`src/rtl/player_state_tx.sv`:
```
// player_state_tx
// Serialises a 6-byte player-state packet over a UART line once per requested
// video frame. Packet layout: HEADER, {game_start,000,health}, x[11:4],
// {x[3:0],y[11:8]}, y[7:0], XOR checksum of the four payload bytes.
// Each byte is sent as 8N1 with no idle gap between bytes of a packet.
//
// Ports
//   clk            system clock (only clock)
//   rst            synchronous active-high reset
//   frame_tick     one-cycle packet request per video frame
//   link_en        transmit enable; requests are ignored while low
//   current_health local player HP (snapshotted at packet start)
//   char_x         local player x position (snapshotted)
//   char_y         local player y position (snapshotted)
//   game_start     local start request flag (snapshotted)
//   tx             registered UART serial output, idles high
//   busy           high while a packet is in flight
//   pkt_sent       high for the final cycle of the last stop bit of a packet
module player_state_tx #(
    parameter int unsigned CLKS_PER_BIT = 565,
    parameter logic [7:0]  HEADER       = 8'hA5
) (
    input  logic        clk,
    input  logic        rst,
    input  logic        frame_tick,
    input  logic        link_en,
    input  logic [3:0]  current_health,
    input  logic [11:0] char_x,
    input  logic [11:0] char_y,
    input  logic        game_start,
    output logic        tx,
    output logic        busy,
    output logic        pkt_sent
);

    // Bit-period counter; CLKS_PER_BIT >= 2 keeps the width at least 1.
    localparam int unsigned     CntW     = (CLKS_PER_BIT > 1) ? $clog2(CLKS_PER_BIT) : 1;
    localparam logic [CntW-1:0] CntMax   = CntW'(CLKS_PER_BIT - 1);
    localparam logic [CntW-1:0] CntOne   = CntW'(1);
    localparam logic [2:0]      LastByte = 3'd5;
    localparam logic [2:0]      LastBit  = 3'd7;

    localparam logic [1:0] StIdle  = 2'd0;
    localparam logic [1:0] StStart = 2'd1;
    localparam logic [1:0] StData  = 2'd2;
    localparam logic [1:0] StStop  = 2'd3;

    logic [1:0]      state_q, state_d;
    logic [CntW-1:0] baud_q, baud_d;
    logic [2:0]      bit_q, bit_d;
    logic [2:0]      byte_q, byte_d;
    logic            pending_q, pending_d;
    logic            tx_q, tx_d;

    // Packet snapshot; held constant for the whole packet.
    logic [3:0]      snap_hp_q;
    logic [11:0]     snap_x_q;
    logic [11:0]     snap_y_q;
    logic            snap_gs_q;
    logic            load_snap;

    logic            trig;
    logic            baud_done;
    logic            last_cycle;
    logic [2:0]      bit_nxt;
    logic [7:0]      b1, b2, b3, b4;
    logic [7:0]      cur_byte;

    assign trig       = frame_tick & link_en;
    assign baud_done  = (baud_q == CntMax);
    assign bit_nxt    = bit_q + 3'd1;
    // Final cycle of the B5 stop bit: the packet completes at the next edge.
    assign last_cycle = (state_q == StStop) && (byte_q == LastByte) && baud_done;

    assign b1 = {snap_gs_q, 3'b000, snap_hp_q};
    assign b2 = snap_x_q[11:4];
    assign b3 = {snap_x_q[3:0], snap_y_q[11:8]};
    assign b4 = snap_y_q[7:0];

    always_comb begin
        cur_byte = HEADER;
        case (byte_q)
            3'd0:    cur_byte = HEADER;
            3'd1:    cur_byte = b1;
            3'd2:    cur_byte = b2;
            3'd3:    cur_byte = b3;
            3'd4:    cur_byte = b4;
            3'd5:    cur_byte = b1 ^ b2 ^ b3 ^ b4;
            default: cur_byte = HEADER;
        endcase
    end

    always_comb begin
        state_d   = state_q;
        baud_d    = baud_q + CntOne;
        bit_d     = bit_q;
        byte_d    = byte_q;
        tx_d      = tx_q;
        load_snap = 1'b0;

        case (state_q)
            StIdle: begin
                baud_d = '0;
                tx_d   = 1'b1;
                if (trig) begin
                    state_d   = StStart;
                    bit_d     = '0;
                    byte_d    = '0;
                    tx_d      = 1'b0;
                    load_snap = 1'b1;
                end
            end
            StStart: begin
                if (baud_done) begin
                    baud_d  = '0;
                    state_d = StData;
                    bit_d   = '0;
                    tx_d    = cur_byte[0];
                end
            end
            StData: begin
                if (baud_done) begin
                    baud_d = '0;
                    if (bit_q == LastBit) begin
                        state_d = StStop;
                        tx_d    = 1'b1;
                    end else begin
                        bit_d = bit_nxt;
                        tx_d  = cur_byte[bit_nxt];
                    end
                end
            end
            StStop: begin
                if (baud_done) begin
                    baud_d = '0;
                    if (byte_q != LastByte) begin
                        byte_d  = byte_q + 3'd1;
                        state_d = StStart;
                        tx_d    = 1'b0;
                    end else if (link_en && (pending_q || frame_tick)) begin
                        // A request arriving in the completion cycle counts as
                        // pending, so the next packet follows without a gap.
                        byte_d    = '0;
                        state_d   = StStart;
                        tx_d      = 1'b0;
                        load_snap = 1'b1;
                    end else begin
                        state_d = StIdle;
                        tx_d    = 1'b1;
                    end
                end
            end
            default: begin
                state_d = StIdle;
                baud_d  = '0;
                tx_d    = 1'b1;
            end
        endcase
    end

    // Single-deep request queue; dropping link_en discards it.
    always_comb begin
        pending_d = pending_q;
        if (last_cycle) begin
            pending_d = 1'b0;
        end else if ((state_q != StIdle) && trig) begin
            pending_d = 1'b1;
        end
        if (!link_en) begin
            pending_d = 1'b0;
        end
    end

    always_ff @(posedge clk) begin
        if (rst) begin
            state_q   <= StIdle;
            baud_q    <= '0;
            bit_q     <= '0;
            byte_q    <= '0;
            pending_q <= 1'b0;
            tx_q      <= 1'b1;
            snap_hp_q <= '0;
            snap_x_q  <= '0;
            snap_y_q  <= '0;
            snap_gs_q <= 1'b0;
        end else begin
            state_q   <= state_d;
            baud_q    <= baud_d;
            bit_q     <= bit_d;
            byte_q    <= byte_d;
            pending_q <= pending_d;
            tx_q      <= tx_d;
            if (load_snap) begin
                snap_hp_q <= current_health;
                snap_x_q  <= char_x;
                snap_y_q  <= char_y;
                snap_gs_q <= game_start;
            end
        end
    end

    assign tx       = tx_q;
    assign busy     = (state_q != StIdle);
    assign pkt_sent = last_cycle;

endmodule

```
`config.mk`:
```
export PLATFORM = sky130hd
export DESIGN_NAME = player_state_tx
export DESIGN_NICKNAME = d
export VERILOG_FILES = /design/src/rtl/player_state_tx.sv
export SDC_FILE = /design/constraint.sdc
export NUM_CORES = 1
export LEC_CHECK = 0
export BUFFER_PORTS_ARGS = -buffer_cell sky130_fd_sc_hd__buf_2
export CORE_MARGIN = 2
export CORE_UTILIZATION = 40
export CTS_BUF_LIST = sky130_fd_sc_hd__clkbuf_2
export DETAILED_ROUTE_END_ITERATION = 10
export GPL_ROUTABILITY_DRIVEN = 0
export MAX_ROUTING_LAYER = met4
export PLACE_DENSITY = 0.56
export SYNTH_ARGS = -nofsm -noshare
export SYNTH_HDL_FRONTEND = slang
export SYNTH_SLANG_ARGS = --single-unit
```
`constraint.sdc`:
```
create_clock -name clk -period 6.8 [get_ports clk]
set_clock_uncertainty 0.05 [all_clocks]
set_input_delay 1.02 -clock clk [delete_from_list [all_inputs] [get_ports clk]]
set_output_delay 1.02 -clock clk [all_outputs]
set_load 0.02 [all_outputs]
```
## After elaboration in Yosys (flattened, before gate mapping)

Cells that the tools add are included.

- $add $sub $neg: 3
- Order comparisons: 1
- Equal/unequal tests: 18
- Mux-type cells: 35
- Bitwise logic cells: 5
- Reductions and logical operators: 15

Operators by type and width:

| operator | count |
|---|---|
| $pmux 8 s5 | 1 |
| $xor 8x8->8 | 3 |
| $mux 3 | 7 |
| $pmux 10 s2 | 1 |
| $mux 1 | 14 |
| $ne 2x2->1 const B | 6 |
| $add 10x1->10 const B | 1 |
| $eq 10x10->1 const B | 1 |
| $mux 10 | 1 |
| $mux 2 | 5 |
| $reduce_and 5->1 | 2 |
| $eq 3x3->1 const B | 3 |
| $pmux 3 s3 | 1 |
| $pmux 2 s4 | 1 |
| $add 3x1->3 const B | 2 |
| $eq 3x2->1 const B | 2 |
| $pmux 3 s2 | 1 |
| $reduce_or 3->1 | 2 |
| $eq 2x2->1 const B | 2 |
| $logic_and 1x1->1 | 4 |
| $lt 3x4->1 const B | 1 |
| $pmux 1 s4 | 1 |
| $reduce_and 4->1 | 1 |
| $reduce_bool 2->1 | 2 |
| other kinds (12) | 12 |

- Bits in registers: 49
- Bits of input ports: 33
- Output and inout port bits: 3
- Logic and storage cells: 87

## Depth between registers and ports, before layout

- Depth in word-level cells: 9
- Gate-level depth with buffers: 12
- Gate-level depth less buffers: 9

## Least setup slack after synthesis

No wires, ideal clock.

- Kind: reg2out
- From: register baud_q[0]
- To: output pkt_sent
- Arrival: 1.866 ns
- Required time: 5.730 ns
- Setup slack: 3.864 ns
- Cell stages (with the launch flop): 6
- Path buffers: 0
- Cell sequence: dfxtp_1 inv_1 ha_1 nand2b_1 or4_1 nor4_1

- Word-level cells in the longest chain between the ends: 2

Ends and longest elaborated chain:

| what | line | RTL |
|---|---|---|
| from (decl) | 49 | `logic [CntW-1:0] baud_q, baud_d;` |
| from (signal assigned) | 188 | `baud_q <= baud_d;` |
| $eq 10x10->1 | 70 | `assign baud_done = (baud_q == CntMax);` |
| $logic_and 1x1->1 | 73 | `assign last_cycle = (state_q == StStop) && (byte_q == LastByte) && baud_done;` |
| to (decl) | 33 | `output logic pkt_sent` |

Every way passes these cells.

## Final worst setup path

- From: register byte_q[2]
- To: output pkt_sent

- Word-level cells in the longest chain between the ends: 3

Ends and longest elaborated chain:

| what | line | RTL |
|---|---|---|
| from (decl) | 51 | `logic [2:0] byte_q, byte_d;` |
| from (signal assigned) | 190 | `byte_q <= byte_d;` |
| $eq 3x3->1 | 73 |  |
| $logic_and 1x1->1 (2 in a row) | 73 |  |

Every way passes these cells.

==> flow_metrics.tcl <==
set metrics [dict create \
    num_antenna_cells 0 \
    crit_fanout 22 \
    leakage_nw 1.298 \
    finalSetupViolCount 0 \
    post_cts_resized 0 \
    r2r_slack_ps 3990 \
    ys_ff_latch 49 \
    grt_use_total_pct 17.74 \
    setup_tns_ps 0 \
    switchingPower_uw 290.7 \
    seq_area_um2 980.9 \
    hold_viol 0 \
    synthFlopType "dfxtp_1" \
    layoutNonFillerInstCount 436 \
    ys_async_sr_fraction_pct 0 \
    ant_nets 0 \
    tightest_slew_ps 744.6 \
    wire_per_inst_um 14.22 \
    fin_area_mm2 0.003032 \
    n_fill_cell 700 \
    status "completed" \
    holdWs_ps 434.7 \
    io_pins 36 \
    post_dp_cell_area_mm2 0.002985 \
    drive_above_1_share_pct 14.33 \
    power_uw 768.9 \
    slew_headroom_pct 50.36 \
    grt_pass1_wl_um 10510 \
    rsz0062_at_grt "no" \
    cp.buffers_inverters 1 \
    seq_area_frac_synth_pct 35.22 \
    die_x_um 87.45 \
    dpl_worst_slack_ps 3974 \
    synth_edf_count 0 \
    syn_inst 329 \
    clk_pin_slew_ps 280 \
    postCtsHoldBufs 0 \
    start_kind "register" \
    antenna_found_initial 0 \
    rows 30 \
    dp_cells 428 \
    critPathMaxStageDelay_ps 800 \
    yosysTopAreaCell "dfxtp_1" \
    critPathRequiredTime_ps 5730 \
    die_h_um 87.45 \
    root_buffer "clkbuf_2" \
    viasPerCell 5.310 \
    io_buffers 35 \
    num_vias 2315 \
    grt_max_degree 41 \
    clkPwrFrac_pct 17.0 \
    multi_input_area_mm2 0.001658 \
    nets 397 \
    p_comb_share_pct 35.7 \
    drt_iter0_markers 120 \
    clock_latency_ps 460 \
    area_growth_pct 8.850 \
    timing.max_cap.violations 0 \
    numCtsBuffers 5 \
    min_path_type "reg -> reg" \
    fmax_mhz 294.6 \
    hold_start "bit_q[2]$_SDFFE_PP0P_" \
    period_needed_ps 3394 \
    crit_arrival_ps 2320 \
    yosysTopAreaCellShare_pct 35.22 \
    worst_hold_path.endpoint "bit_q[2]$_SDFFE_PP0P_" \
    crit_family "simple AND/OR/NAND/NOR gates" \
    start_util_pct 41.22 \
    fin_crit_sh_pct 49.92 \
    coreArea_mm2 0.006756 \
    netlist_area_mm2 0.002785 \
    finalCoreUtilization_pct 44.87 \
    synth_cell_types 51 \
    worstSetupPathType "reg -> out" \
    ys_top_cells_by_area "dfxtp_1, mux2i_1, nor2_1" \
    regToRegStartpoint "byte_q[2]$_SDFFE_PP0P_" \
    p_sw_share_pct 37.81 \
    synth_warnings 0 \
    grt_pass1_vias 2216 \
    first_pass_iters 4 \
    cts_buffer_depth 2 \
    cts_setup_buffers 0 \
    cts_tree "built" \
    syn_nets 371 \
    p_seq_share_pct 47.3 \
    slew_viol_final 0 \
    endpoint_kind "output pin" \
    wirelength_um 6201 \
    crit_path_cell_trace "and3b_1 -> nand2_1 -> nor4_1 -> buf_2" \
    power_density_mw_per_mm2 253.6 \
    r2r-end "tx$_SDFFE_PP1P_" \
    crit_slowest_cell "dfxtp_1" \
    dieArea_mm2 0.007647 \
    reg2regPathDepth 8 \
    finalWorstSetupSlack_ps 3406 \
    irDropWorstVdd_mv 0.1131 \
    synth.avg_cell_area_um2 8.466 \
    grt_overflow_total 0 \
    cts.htree.levels 2 \
    route.detailed.drc 0 \
    clock-sinks 49 \
    p_int_uw 478.2 \
    hpwl_um 4561 \
    holdPathStages 2 \
]
## how the worst max path moves through the flow
stage                            from  cells after the start        to
6_report       byte_q[2]$_SDFFE_PP0P_                      4  pkt_sent
4_1_cts        byte_q[2]$_SDFFE_PP0P_                      4  pkt_sent
3_5_place_dp   byte_q[2]$_SDFFE_PP0P_                      4  pkt_sent
2_1_floorplan    baud_q[0]$_SDFF_PP0_                      5  pkt_sent
3_3_place_gp   byte_q[2]$_SDFFE_PP0P_                      4  pkt_sent
5_1_grt        byte_q[2]$_SDFFE_PP0P_                      4  pkt_sent
## cells in the final DEF (no fill, tap or decap), drive strengths merged, types with 2 or more instances in the layout
master,n
o2111ai,2
xnor3,2
nor3b,2
a31oi,2
nand4,4
nor2b,4
dfxtp,49
a211oi,3
buf,36
or2,3
xor2,8
ha,9
xnor2,16
mux2i,30
nor2,55
a221o,2
nor4,4
a21o,4
o21ai,7
nor3,3
nand3b,3
or4,3
a21oi,18
a221oi,6
clkbuf,5
a311oi,2
nand3,13
or3,3
inv,18
nand2,24
## worst min-delay path: cells and delay by family (launching register included)
family | cells | cell delay, ps
DFF | 1 | 380
AOI/OAI and AO/OA | 1 | 50
and+or+nand+nor | 1 | 50
## sequential cells by signal, summed over array words and instances (netlist names)
signal	cells
snap_hp_q	4
pending_q	1
tx	1
byte_q	3
snap_y_q	12
snap_gs_q	1
state_q	2
snap_x_q	12
bit_q	3
baud_q	10
## cells in the mapped netlist, drive strengths merged, types with 2 or more instances
cell,number
clkbuf,12
a221o,2
xnor2,16
xor2,8
or3,3
inv,17
nand3b,3
ha,9
xnor3,2
nand2,24
nor2,55
nor2b,4
o21ai,7
nand3,13
o2111ai,2
a21o,4
buf,5
a21oi,18
mux2i,30
nand4,4
nor3,3
a311oi,2
or2,3
nor4,4
a221oi,6
or4,3
dfxtp,49
a211oi,3
nor3b,2
a31oi,2
## layout make-up
cell class / count / area share [%]
Multi-Input combinational cell: 246 / 54.68
Clock buffer: 5 / 0.8254
Timing Repair Buffer: 36 / 6.026
Sequential cell: 49 / 32.36
Clock inverter: 3 / 0.7016
Inverter: 17 / 2.105
Tap cell: 80 / 3.302
## routing by layer
| layer | part of all wire (%) | track usage, % | vias to the layer above | wire length (um) |
|---|---|---|---|---|
| met5 | 0 | - | - | 0 |
| met4 | 1.7 | 5.315 | 0 | 108 |
| met3 | 3.8 | 2.938 | 11 | 234 |
| met2 | 48 | 29.34 | 56 | 2970 |
| met1 | 47 | 22.16 | 1050 | 2887 |
| li1 | - | - | 1198 | - |
## power by group through the flow
stage	sequential, mW	combinational, mW	clock, mW
floorplan	0.360	0.226	0
global placement	0.369	0.276	0
detailed placement	0.370	0.274	0
CTS	0.364	0.276	0.137
global route	0.370	0.311	0.142
finish	0.363	0.275	0.131
## logic make-up after synthesis
family                     count (synthesis)  synth area share (%)
and+or+nand+nor                          125                 21.52
AOI/OAI and AO/OA                         55                 13.61
DFF                                       49                 35.22
buffers and inverters                     34                 5.256
muxes                                     31                 11.19
xor gates and xnor gates                  26                 9.164
adders and majority gates                  9                 4.043
Power figures use the tool's default switching activity.
